$ cat src/rtl/sweep_check_ctrl.sv
`default_nettype none
// ============================================================================
// Module      : sweep_check_ctrl
// Description : Exhaustive 4-bit equivalence sweep controller. Drives every
//               vector 0..15 on Xout to two implementations, waits SETTLE
//               cycles per vector, compares fa against fb and records the
//               mismatch count, the lowest failing vector and a pass flag.
// Ports       : clk          - clock, rising edge
//               reset        - synchronous active-high reset
//               start        - launch a sweep (honoured in IDLE only)
//               abort        - cancel a running sweep
//               fa, fb       - outputs of implementations A and B
//               Xout         - registered vector applied to both
//               busy         - high outside IDLE
//               done         - one-cycle pulse when a full sweep completes
//               mismatch_cnt - vectors with fa != fb
//               first_bad    - lowest mismatching vector
//               first_valid  - first_bad holds a recorded mismatch
//               pass         - last sweep completed with no mismatch
// Revision    : 1.0 - initial release
// ============================================================================
module sweep_check_ctrl #(
    parameter int unsigned SETTLE = 1
) (
    input  logic       clk,
    input  logic       reset,
    input  logic       start,
    input  logic       abort,
    input  logic       fa,
    input  logic       fb,
    output logic [3:0] Xout,
    output logic       busy,
    output logic       done,
    output logic [4:0] mismatch_cnt,
    output logic [3:0] first_bad,
    output logic       first_valid,
    output logic       pass
);

    localparam logic [3:0] c_SETTLE_LD = 4'(SETTLE);
    localparam logic [3:0] c_X_LAST    = 4'd15;

    typedef enum logic [1:0] {
        S_IDLE   = 2'd0,
        S_SETTLE = 2'd1,
        S_SAMPLE = 2'd2,
        S_DONE   = 2'd3
    } state_t;

    // With no settle time the vector is sampled on the cycle it is applied.
    localparam state_t c_AFTER_LOAD = (c_SETTLE_LD == 4'd0) ? S_SAMPLE : S_SETTLE;

    state_t     r_state,    w_state_nxt;
    logic [3:0] r_xout,     w_xout_nxt;
    logic [3:0] r_timer,    w_timer_nxt;
    logic [4:0] r_cnt,      w_cnt_nxt;
    logic [3:0] r_fbad,     w_fbad_nxt;
    logic       r_fvalid,   w_fvalid_nxt;
    logic       r_pass,     w_pass_nxt;
    logic       w_done;

    always_ff @(posedge clk) begin
        if (reset) begin
            r_state  <= S_IDLE;
            r_xout   <= 4'd0;
            r_timer  <= 4'd0;
            r_cnt    <= 5'd0;
            r_fbad   <= 4'd0;
            r_fvalid <= 1'b0;
            r_pass   <= 1'b0;
        end else begin
            r_state  <= w_state_nxt;
            r_xout   <= w_xout_nxt;
            r_timer  <= w_timer_nxt;
            r_cnt    <= w_cnt_nxt;
            r_fbad   <= w_fbad_nxt;
            r_fvalid <= w_fvalid_nxt;
            r_pass   <= w_pass_nxt;
        end
    end

    always_comb begin
        w_state_nxt  = r_state;
        w_xout_nxt   = r_xout;
        w_timer_nxt  = r_timer;
        w_cnt_nxt    = r_cnt;
        w_fbad_nxt   = r_fbad;
        w_fvalid_nxt = r_fvalid;
        w_pass_nxt   = r_pass;
        w_done       = 1'b0;

        case (r_state)
            S_IDLE: begin
                // abort has priority over start while idle
                if (start && !abort) begin
                    w_xout_nxt   = 4'd0;
                    w_cnt_nxt    = 5'd0;
                    w_fbad_nxt   = 4'd0;
                    w_fvalid_nxt = 1'b0;
                    w_pass_nxt   = 1'b0;
                    w_timer_nxt  = c_SETTLE_LD;
                    w_state_nxt  = c_AFTER_LOAD;
                end
            end

            S_SETTLE: begin
                if (abort) begin
                    w_state_nxt = S_IDLE;
                    w_pass_nxt  = 1'b0;
                end else begin
                    // timer holds the remaining settle cycles including this one
                    w_timer_nxt = r_timer - 4'd1;
                    if (r_timer <= 4'd1) begin
                        w_state_nxt = S_SAMPLE;
                    end
                end
            end

            S_SAMPLE: begin
                if (abort) begin
                    // the compare of this cycle is deliberately dropped
                    w_state_nxt = S_IDLE;
                    w_pass_nxt  = 1'b0;
                end else begin
                    if (fa != fb) begin
                        w_cnt_nxt = r_cnt + 5'd1;
                        if (!r_fvalid) begin
                            w_fbad_nxt   = r_xout;
                            w_fvalid_nxt = 1'b1;
                        end
                    end
                    if (r_xout != c_X_LAST) begin
                        w_xout_nxt  = r_xout + 4'd1;
                        w_timer_nxt = c_SETTLE_LD;
                        w_state_nxt = c_AFTER_LOAD;
                    end else begin
                        w_state_nxt = S_DONE;
                    end
                end
            end

            S_DONE: begin
                w_state_nxt = S_IDLE;
                if (abort) begin
                    w_pass_nxt = 1'b0;
                end else begin
                    w_done     = 1'b1;
                    w_pass_nxt = (r_cnt == 5'd0);
                end
            end

            default: begin
                w_state_nxt = S_IDLE;
            end
        endcase
    end

    assign Xout         = r_xout;
    assign busy         = (r_state != S_IDLE);
    assign done         = w_done;
    assign mismatch_cnt = r_cnt;
    assign first_bad    = r_fbad;
    assign first_valid  = r_fvalid;
    assign pass         = r_pass;

endmodule
`default_nettype wire

$ cat config.mk
export PLATFORM = sky130hd
export DESIGN_NAME = sweep_check_ctrl
export DESIGN_NICKNAME = d
export VERILOG_FILES = /design/src/rtl/sweep_check_ctrl.sv
export SDC_FILE = /design/constraint.sdc
export NUM_CORES = 1
export LEC_CHECK = 0
export CAP_MARGIN = 40
export CORE_AREA = 2 2 53 55
export CTS_BUF_LIST = sky130_fd_sc_hd__clkbuf_2
export CTS_CLUSTER_SIZE = 30
export DETAILED_ROUTE_END_ITERATION = 12
export DIE_AREA = 0 0 55 57
export GPL_ROUTABILITY_DRIVEN = 0
export HOLD_SLACK_MARGIN = 0.08
export PLACE_DENSITY_LB_ADDON = 0.05
export SYNTH_ARGS = -nofsm -noshare
export SYNTH_HDL_FRONTEND = slang
export SYNTH_SLANG_ARGS = --single-unit
$ cat constraint.sdc
create_clock -name clk -period 3.43 [get_ports clk]
set_input_delay 0.686 -clock clk [delete_from_list [all_inputs] [get_ports clk]]
set_output_delay 0.686 -clock clk [all_outputs]
set_load 0.02 [all_outputs]
* Word level (Yosys, flattened, before mapping) *
Cells that the tools add are included.

storage, ports and cells
  register bits after elaboration = 21
  output and inout bits = 17
  bits of input ports = 6

operators by class
  equality and inequality tests = 13
  reduce and logical (&&, ||, !) cells = 14
  mux-type cells = 32
  $lt $le $gt $ge = 1
  $add $sub $neg = 3

operators with widths
  cell                                                                   count
  4-bit two-way mux                                                      10
  4-bit case mux with 2 select lines                                     2
  5-bit two-way mux                                                      3
  2-bit != test, second input constant                                   6
  4-bit case mux with 3 select lines                                     1
  2-bit two-way mux                                                      5
  5-bit case mux with 2 select lines                                     1
  5-bit AND reduction                                                    2
  2-bit case mux with 4 select lines                                     1
  4-bit AND reduction                                                    2
  1-bit two-way mux                                                      7
  5-bit by 1-bit adder with 5-bit output, second input constant          1
  5-bit logical NOT                                                      1
  4-bit by 1-bit adder with 4-bit output, second input constant          1
  2-bit == test, second input constant                                   2
  4-bit by 1-bit <= comparator with 1-bit output, second input constant  1
  4-bit != test, second input constant                                   1
  2-bit AND reduction                                                    2
  2-bit nonzero test                                                     2
  4-bit by 1-bit subtractor with 4-bit output, second input constant     1
  3-bit != test, second input constant                                   1
  1-bit case mux with 3 select lines                                     1
  3-bit nonzero test                                                     1
  2-bit by 1-bit == test with 1-bit output, second input constant        1
  other kinds (7)                                                        7

* Longest topological paths before layout *
  depth after elaboration = 4
  mapped depth = 6
  gate-level depth less buffers = 6

* Least setup slack after synthesis *
Ideal clock, no wire load.

  path kind = reg-to-reg
  start point = reg r_state[0]
  end point = reg r_timer[0]
  setup time = 79 ps
  buffers on the path = 0
  data arrival time = 1701 ps
  cell stages (with the launch flop) = 7
  path slack = 1649 ps
  clock period less this slack = 1781 ps
  data required time = 3351 ps
  path through = dfxtp_1 > inv_1 > ha_1 > and4_4 > or4_4 > and2_4 > a211oi_2

between the ends
  cells in the longest elaborated chain, start to end = 3
  elaborated cells on any way between the ends = 10
  those cells by class = eq/ne (6); mux (1); reduce/logical (3)

ends and longest elaborated chain
  what                                                                         line  source
  from (decl)                                                                  53    state_t r_state, w_state_nxt;
  from (signal assigned)                                                       72    r_state <= w_state_nxt;
  2-bit by 1-bit == test with 1-bit output (tied with other cells)             92    case (r_state)
  2-bit != test (no source line) / 3-bit nonzero test (equally long branches)  --
  5-bit AND reduction (no source line)                                         --
  to (signal assigned)                                                         74    r_timer <= w_timer_nxt;
  to (decl)                                                                    55    logic [3:0] r_timer, w_timer_nxt;

Several ways; a longest one is shown, not always the timed one.
A chain may end at the register's enable or synchronous reset.

* Worst setup path in the final report *
  start point = in abort
  end point = out done

between the ends
  cells in the longest elaborated chain, start to end = 2

ends and longest elaborated chain
  what               line  source
  from (decl)        28    input logic abort,
  1-bit two-way mux  144   if (abort) begin
  1-bit two-way mux  92
  to (decl)          33    output logic done,

No other way between the ends.

==> metrics.json <==
{
  "status": {
    "status": "complete, no violations"
  },
  "clock_network": {
    "cts-root-buf": "sky130_fd_sc_hd__clkbuf_2",
    "post-cts-setup-buffers": 0,
    "insertion_delay_ns": 0.31,
    "tritoncts": "built",
    "cts-resized-gates": 0,
    "cts_made_buffers": 3,
    "clk_transition_reported_paths_ns": 0.19,
    "clock_sinks": 21,
    "clock_path_buffers": 2,
    "clock_tree.htree_level_count": 1,
    "post_cts_hold_buffer_count": 0
  },
  "route": {
    "drt_drc_violations_left": 0,
    "firstDrtPassIters": 4,
    "detail_route.iter0.violations": 18,
    "routed-via-count": 1051,
    "route.antenna.remaining_nets": 0,
    "avgViaCountPerCell": 5.62,
    "drt-wirelength-per-cell_um": 13.3,
    "drt-total-wl_mm": 2.50
  },
  "timing": {
    "worst_hold_slack_ns": 0.498,
    "finalClockSkew_ns": 0.00163,
    "setup_total_negative_slack_ns": 0,
    "slew_headroom_pct": 64.5,
    "final-max-slew-violation-count": 0,
    "slack_of_the_critical_path_ns": 0.845,
    "hold_violations": 0,
    "worst_pin_slew_ns": 0.527,
    "setup_viol": 0,
    "period_needed_ns": 2.59,
    "grt_setup_unrepaired": "false",
    "achievable_freq_mhz": 387,
    "final.period_utilization_pct": 75.4
  },
  "critical_path": {
    "startpoint_type": "primary input",
    "reg2reg_setup_slack_ns": 1.45,
    "timing.rr.end": "r_timer[0]",
    "path_class": "in2out",
    "crit-reg2reg-launch": "r_state[0]",
    "setup.worst_path.end_class": "output pin",
    "cp-startpoint": "abort",
    "crit_path_end": "done",
    "worstPathRequired_ns": 2.74,
    "crit_fanout": 2,
    "worst-endpoint-arrival_ns": 1.90,
    "ff2ff_path_depth": 6
  },
  "logic_synthesis": {
    "synth_edf_count": 0,
    "synth_flop_cell": "sky130_fd_sc_hd__dfxtp_1",
    "synth_largest_type_area_fraction_pct": 35.8,
    "synth_nets": 146,
    "synth.ff_latch_count": 21,
    "instance_count_of_the_mapped_netlist": 130,
    "async_flop_share_pct": 0,
    "post-synth-top-area-cell": "sky130_fd_sc_hd__dfxtp_1",
    "count_of_different_cell_masters_after_synthesis": 40,
    "synth.top_cells.by_area": "sky130_fd_sc_hd__dfxtp_1, sky130_fd_sc_hd__ha_1, sky130_fd_sc_hd__a21oi_1",
    "syn-cell-area_sq_um": 1170,
    "post_syn_area_per_cell_sq_um": 9.03,
    "seq_area_frac_synth_pct": 35.8,
    "yosys_warnings": 0
  },
  "finish": {
    "commonest_non_fill_non_tap_cells_in_the_layout": "sky130_fd_sc_hd__clkdlybuf4s50_1, sky130_fd_sc_hd__dfxtp_1, sky130_fd_sc_hd__a21oi_1, sky130_fd_sc_hd__inv_1, sky130_fd_sc_hd__ha_1",
    "post_route_cells_drive_above_1_share_pct": 10.3,
    "syn_to_final_growth_pct": 24.4,
    "antenna_cells_inserted": 0,
    "finish.utilization_pct": 55.8,
    "nets": 173,
    "final_common_cell": "sky130_fd_sc_hd__clkdlybuf4s50_1"
  },
  "worst_hold_path": {
    "hold_path_class": "reg2reg"
  },
  "floorplan": {
    "floorplan.die.width_um": 55,
    "placement_rows": 19,
    "ios": 23,
    "core_sq_um": 2620,
    "effective_utilization_at_floorplan_pct": 44.9,
    "dieHeight_um": 57,
    "design.die.area_sq_um": 3140
  },
  "global_routing": {
    "grt_overflow": 0,
    "pin_count_of_the_biggest_net_entering_global_routing": 17,
    "first_global_vias": 914,
    "antenna_found_initial": 0,
    "grt_use_total_pct": 18.2,
    "grt_first_pass_wirelength_mm": 4.21
  },
  "placement": {
    "hpwl_mm": 1.90,
    "dp_worst_setup_slack_ns": 0.828,
    "place.port_buffers": 22
  },
  "pwr": {
    "power_leakage_uw": 0.000557,
    "vdd_drop_max_mv": 0.185,
    "p_per_area_nw_per_um2": 319,
    "finalPower_uw": 466
  },
  "flow_run": {
    "max_cap_viol_count": 0
  }
}
## power breakdown
group	total, uW	internal (uW)	switching, uW
clock	104	30.9	72.9
combinational	104	47.4	56.2
sequential	259	251	7.83
total	466	329	137
## sequential cells by signal, summed over array words and instances (netlist names)
signal / count
pass: 1
r_timer: 4
first_bad: 4
Xout: 4
mismatch_cnt: 5
r_state: 2
first_valid: 1
## cell usage after synthesis (2+ instances only)
cell type	n
sky130_fd_sc_hd__o21ai_0	8
sky130_fd_sc_hd__nor2b_1	6
sky130_fd_sc_hd__nor3_1	4
sky130_fd_sc_hd__or4_4	2
sky130_fd_sc_hd__nand2_1	3
sky130_fd_sc_hd__a22o_1	6
sky130_fd_sc_hd__nand2b_1	3
sky130_fd_sc_hd__a211oi_1	2
sky130_fd_sc_hd__nor4_1	4
sky130_fd_sc_hd__o32ai_1	2
sky130_fd_sc_hd__and3_1	3
sky130_fd_sc_hd__a21oi_1	11
sky130_fd_sc_hd__ha_1	10
sky130_fd_sc_hd__inv_1	10
sky130_fd_sc_hd__o31a_1	2
sky130_fd_sc_hd__nand3_1	3
sky130_fd_sc_hd__nand4_1	2
sky130_fd_sc_hd__dfxtp_1	21
sky130_fd_sc_hd__nor2_1	6
sky130_fd_sc_hd__clkbuf_1	2
## worst min path at each step
stage	from	to	slack (ns)	cells after the start
after floorplan	r_timer[3]	r_timer[3]	0.48	2
after global placement	first_bad[2]	first_bad[2]	0.46	1
after detailed placement	first_bad[2]	first_bad[2]	0.47	1
after CTS	pass	pass	0.51	2
after global routing	pass	pass	0.53	2
final	pass	pass	0.50	2
## stage by stage
| stage | instances | cell area, sq um |
|---|---|---|
| floorplan | 130 | 1170 |
| global placement | 183 | 1440 |
| detailed placement | 183 | 1440 |
| CTS | 187 | 1460 |
| global route | 187 | 1460 |
| finish | 187 | 1460 |
## cell type report
cell class,count,area [sq um]
Inverter,10,37.5
Multi-Input combinational cell,97,708
Timing Repair Buffer,24,235
Tap cell,31,38.8
Fill cell,248,1150
Sequential cell,21,420
Clock buffer,4,20.0
## routing by layer
layer  global-route usage, %  routed length (um)
met4                    6.27                  16
met5                       0                   0
met2                    28.4                1210
met1                    24.9                1190
met3                    3.14                  73
## kinds of logic after synthesis
family	after synthesis	share of synthesized area, %
adder cells (fa/ha/maj)	10	10.7
AND/OR/NAND/NOR	44	23.8
flip-flops	21	35.8
AO/OA/AOI/OAI	40	23.3
XOR/XNOR	1	0.746
buffers and inverters	12	3.84
multiplexers	2	1.81
## worst max-delay path, stage by stage
cell	delay, ns
sky130_fd_sc_hd__clkdlybuf4s50_1	0.44
sky130_fd_sc_hd__nor2b_1	0.15
sky130_fd_sc_hd__clkdlybuf4s50_1	0.62
No activity file was read; power rests on OpenSTA's default activity.
